--- src/rtl/fetch_unit.sv ---
// Instruction-fetch front end: reads the PC, issues word reads to I-memory,
// hands instructions to decode over valid/ready and advances or redirects the PC.
module fetch_unit #(
  parameter int unsigned          WIDTH    = 32,
  parameter logic [WIDTH-1:0]     RESET_PC = 32'h80000000
) (
  input  logic             clk,
  input  logic             rst_n,
  input  logic [WIDTH-1:0] pc_in,
  output logic             pc_load,
  output logic [WIDTH-1:0] pc_next,
  output logic             imem_read,
  output logic [WIDTH-1:0] imem_address,
  input  logic [WIDTH-1:0] imem_rdata,
  input  logic             imem_resp,
  input  logic             redirect,
  input  logic [WIDTH-1:0] redirect_pc,
  output logic             inst_valid,
  input  logic             inst_ready,
  output logic [WIDTH-1:0] inst,
  output logic [WIDTH-1:0] inst_pc
);

  typedef enum logic [1:0] {IDLE, REQ, HOLD, DROP} state_t;

  state_t           state_q, state_d;
  logic [WIDTH-1:0] addr_q;
  logic [WIDTH-1:0] pc_aligned;
  logic [WIDTH-1:0] redirect_aligned;
  logic             load_addr;
  logic             capture;
  logic             clear_valid;
  logic             pc_load_raw;
  logic             unused_low_bits;

  assign pc_aligned       = {pc_in[WIDTH-1:2], 2'b00};
  assign redirect_aligned = {redirect_pc[WIDTH-1:2], 2'b00};
  assign unused_low_bits  = ^{pc_in[1:0], redirect_pc[1:0]};

  assign imem_read    = (state_q == REQ) || (state_q == DROP);
  assign imem_address = addr_q;
  // The PC register must never see a load while this block is held in reset.
  assign pc_load      = pc_load_raw & rst_n;

  always_comb begin
    state_d     = state_q;
    load_addr   = 1'b0;
    capture     = 1'b0;
    clear_valid = 1'b0;
    pc_load_raw = 1'b0;
    pc_next     = redirect_aligned;
    if (redirect) begin
      pc_load_raw = 1'b1;
      clear_valid = 1'b1;
      unique case (state_q)
        IDLE, HOLD: state_d = IDLE;
        REQ, DROP:  state_d = imem_resp ? IDLE : DROP;
        default:    state_d = IDLE;
      endcase
    end else begin
      unique case (state_q)
        IDLE: begin
          state_d   = REQ;
          load_addr = 1'b1;
        end
        REQ: begin
          if (imem_resp) begin
            capture     = 1'b1;
            pc_load_raw = 1'b1;
            pc_next     = addr_q + WIDTH'(4);
            state_d     = HOLD;
          end
        end
        HOLD: begin
          if (inst_ready) begin
            clear_valid = 1'b1;
            load_addr   = 1'b1;
            state_d     = REQ;
          end
        end
        DROP: begin
          if (imem_resp) begin
            load_addr = 1'b1;
            state_d   = REQ;
          end
        end
        default: state_d = IDLE;
      endcase
    end
  end

  always_ff @(posedge clk or negedge rst_n) begin
    if (!rst_n) begin
      state_q    <= IDLE;
      addr_q     <= '0;
      inst       <= '0;
      inst_pc    <= RESET_PC;
      inst_valid <= 1'b0;
    end else begin
      state_q <= state_d;
      if (load_addr) addr_q <= pc_aligned;
      if (capture) begin
        inst       <= imem_rdata;
        inst_pc    <= addr_q;
        inst_valid <= 1'b1;
      end else if (clear_valid) begin
        inst_valid <= 1'b0;
      end
    end
  end

endmodule

--- config.mk ---
export PLATFORM = sky130hd
export DESIGN_NAME = fetch_unit
export DESIGN_NICKNAME = d
export VERILOG_FILES = /design/src/rtl/fetch_unit.sv
export SDC_FILE = /design/constraint.sdc
export NUM_CORES = 1
export LEC_CHECK = 0
export ABC_AREA = 1
export CORE_ASPECT_RATIO = 1.2
export CORE_MARGIN = 2
export CORE_UTILIZATION = 44
export CTS_CLUSTER_SIZE = 20
export DETAILED_ROUTE_END_ITERATION = 8
export PLACE_DENSITY = 0.94
export RECOVER_POWER = 50
export SLEW_MARGIN = 20
export SYNTH_ARGS = -nofsm -noshare
export SYNTH_HDL_FRONTEND = slang
export SYNTH_SLANG_ARGS = --single-unit
--- constraint.sdc ---
create_clock -name clk -period 4.31 [get_ports clk]
set_clock_uncertainty 0.05 [all_clocks]
set_input_delay 0.431 -clock clk [delete_from_list [all_inputs] [get_ports clk]]
set_output_delay 0.431 -clock clk [all_outputs]
set_load 0.02 [all_outputs]
==> flow_metrics.py <==
metrics = {
    "clock_tree": {
        "clock_latency_ns": 0.34,
        "cts_made_buffers": 9,
        "holdBufCountCts": 0,
        "cts_setup_buffers": 0,
        "cts_tree": "done",
        "cts.clk_slew.worst_paths_ns": 0.06,
        "cts_max_path_buffers": 2,
        "clockRootBuffer": "clkbuf_16",
        "numClockSinks": 95,
        "cts_resized": 0,
        "htreeDepth": 3,
    },
    "min_path": {
        "min_path_type": "in -> async",
    },
    "sta": {
        "hold_slack_ns": 0.0281,
        "slew_violations": 0,
        "setup_viol": 0,
        "max_clock_freq_mhz": 286,
        "tightest_slew_ns": 0.694,
        "hold_viol": 0,
        "finalCriticalPeriod_ns": 3.49,
        "grt_setup_unrepaired": "false",
        "setup_tns_ns": 0,
        "relSlewSlack_pct": 53.7,
        "finalCritPeriodShare_pct": 81.0,
    },
    "die": {
        "initial_core_util_pct": 45.2,
        "die_w_um": 98.9,
        "fp.dieH_um": 118,
        "die_area_sq_um": 11600,
        "rows": 41,
        "io_pins": 232,
        "core_area_sq_um": 10500,
    },
    "critical_path": {
        "start_kind": "primary input",
        "crit_slowest_cell": "clkdlybuf4s50_1",
        "crit_family": "buffers and inverters",
        "worst_ep_arrival_time_ns": 3.01,
        "regToRegSetupSlack_ns": 2.43,
        "ff2ff_path_depth": 6,
        "critPathMaxFanout": 35,
        "slowest_delay_ns": 0.64,
        "crit_top_cell": "nand3_1",
        "cp-endpoint": "pc_next[12]",
        "end_kind": "output port",
        "cp.required_ns": 3.83,
        "path_class": "in -> out",
        "path_buf_inv": 5,
        "r2r-end": "inst_pc[24]$_DFFE_PN0P_",
        "crit_cells": 8,
        "cp_cell_sequence": "dlygate4sd3_1, inv_1, nand3_1, inv_2, buf_4, nand3_1, o211ai_1, clkdlybuf4s50_1",
        "worstSetupStartpoint": "redirect",
        "r2r-start": "state_q[1]$_DFFE_PN0P_",
    },
    "placed_design": {
        "place.gp.congestion": 0.835,
        "place_hpwl_mm": 10.8,
        "io_buffers": 221,
    },
    "drt": {
        "ant_nets": 0,
        "drt_wl_total_mm": 14.8,
        "post_drt_wl_per_cell_um": 15.2,
        "drc_errors": 0,
        "drt_iter0_drc": 291,
        "dr_total_vias": 4887,
        "viasPerCell": 5.02,
        "firstDrtPassIters": 4,
    },
    "grt": {
        "grt_pass1_vias": 4906,
        "grt_pass1_wl_mm": 24.0,
        "antenna_found_initial": 0,
        "grt_usage_pct": 26.0,
        "gr-total-overflow": 0,
        "grt_start_max_net_pins": 114,
    },
    "finish": {
        "final_common_cell": "nand2_1",
        "num-fill-cells": 815,
        "drive_gt1_share_pct": 4.86,
        "regArea_sq_um": 2380,
        "multiInputGateArea_sq_um": 2040,
        "area_delta_synth_final_pct": 54.8,
        "n_antenna_cell": 0,
        "mostFrequentLayoutCells": "nand2_1 (250), clkdlybuf4s50_1 (189), dfrtp_1 (94)",
        "layout.nets": 941,
    },
    "yosys": {
        "synth_xor_area_share_pct": 1.11,
        "synth_top_family_by_area": "simple AND/OR/NAND/NOR gates",
        "ys_seq_area_share_pct": 50.1,
        "synthSimpleGateAreaFrac_pct": 34.7,
        "ys.flop_type": "dfrtp_1",
        "synth_area_leaders": "dfrtp_1 (50%), nand2_1 (20%), nor2_1 (6.0%)",
        "muxShareOfSynthArea_pct": 0,
        "synth_top_cell_area_share_pct": 49.5,
        "async_reset_ff_share_pct": 100,
        "synth_cell_type_count": 33,
        "synth_compound_area_share_pct": 6.48,
        "yosys.area.top_type": "dfrtp_1",
        "ys_ff_latch": 95,
        "synth_cells": 628,
        "synth_edf_count": 0,
        "syn-mean-instance-area_sq_um": 7.56,
        "syn_area_sq_um": 4750,
        "yosysWarningCount": 0,
        "yosys.area_share.adder_pct": 0.263,
    },
    "status": {
        "status": "finished clean",
    },
    "power": {
        "vdd_drop_max_mv": 0.406,
        "power_density_nw_per_um2": 654,
        "p_leak_nw": 3.48,
    },
    "job": {
        "maxCapViolCount": 0,
    },
}
-- per-stage QoR --
step	util [%]	instances	total power [mW]	setup WS, ns	instance area [sq um]
2_1_floorplan	-	633	2.76	2.19	4770
3_3_place_gp	66.9	957	3.93	1.02	7030
3_5_place_dp	66.9	957	4.00	1.01	7030
4_1_cts	70.0	973	4.89	0.996	7360
5_1_grt	69.9	973	5.11	0.648	7350
6_report	69.9	973	4.81	0.819	7350
-- state kept, by name (all words and copies together), names as in the netlist --
| register | count |
|---|---|
| inst_pc | 30 |
| imem_address | 30 |
| inst | 32 |
| inst_valid | 1 |
| state_q | 2 |
-- worst min path at each step --
stage | startpoint | to | slack (ns) | cells past startpoint
finish | rst_n | inst[5]$_DFFE_PN0P_ | 0.03 | 1
global route | rst_n | inst[16]$_DFFE_PN0P_ | 0.06 | 1
CTS | rst_n | inst[7]$_DFFE_PN0P_ | 0.05 | 1
detailed placement | rst_n | inst[7]$_DFFE_PN0P_ | 0.41 | 1
global placement | rst_n | inst[7]$_DFFE_PN0P_ | 0.41 | 1
floorplan | rst_n | imem_address[10]$_DFFE_PN0P_ | 0.09 | 0
-- layout make-up --
type	count	share of cell area [%]
clock buffers	11	3.44
repair buffers	227	30.8
flip-flops and latches	95	32.4
multi-input cells	461	27.8
clock inverters	5	1.07
inverters	45	2.30
well taps	129	2.20
-- report_power, final --
part,switching [mW],internal [mW]
Combinational,1.24,1.01
Clock,0.335,0.540
Sequential,0.383,1.29
Total,1.96,2.85
-- per-layer routing --
layer	up-vias	global-route usage, %	wire length (um)
met3	44	6.89	1120
met5	-	0	0
met4	0	12.7	617
met2	209	43.1	7310
li1	2382	-	-
met1	2252	30.9	5760
-- logic make-up (layout without fill, tap and decap cells) --
group                      Yosys count  in the layout
xor gates and xnor gates             6              6
and+or+nand+nor                    392            392
AOI/OAI and AO/OA                   56             56
adders and majority gates            1              1
buffers and inverters               77            288
other                                1              6
DFF                                 95             95
-- cell usage after synthesis, types with 4 or more instances --
library cell and number:
o211ai_1 9, o21ai_1 6, xor2_1 5, nor3_1 6, a21oi_1 16, nor2_1 76
nand2_1 250, nor2_4 7, nand3_1 36, o21ai_0 23, nand3_2 4, buf_2 22
inv_1 42, buf_4 6, dfrtp_1 94
Note: power is estimated with default switching activity, not from simulation.
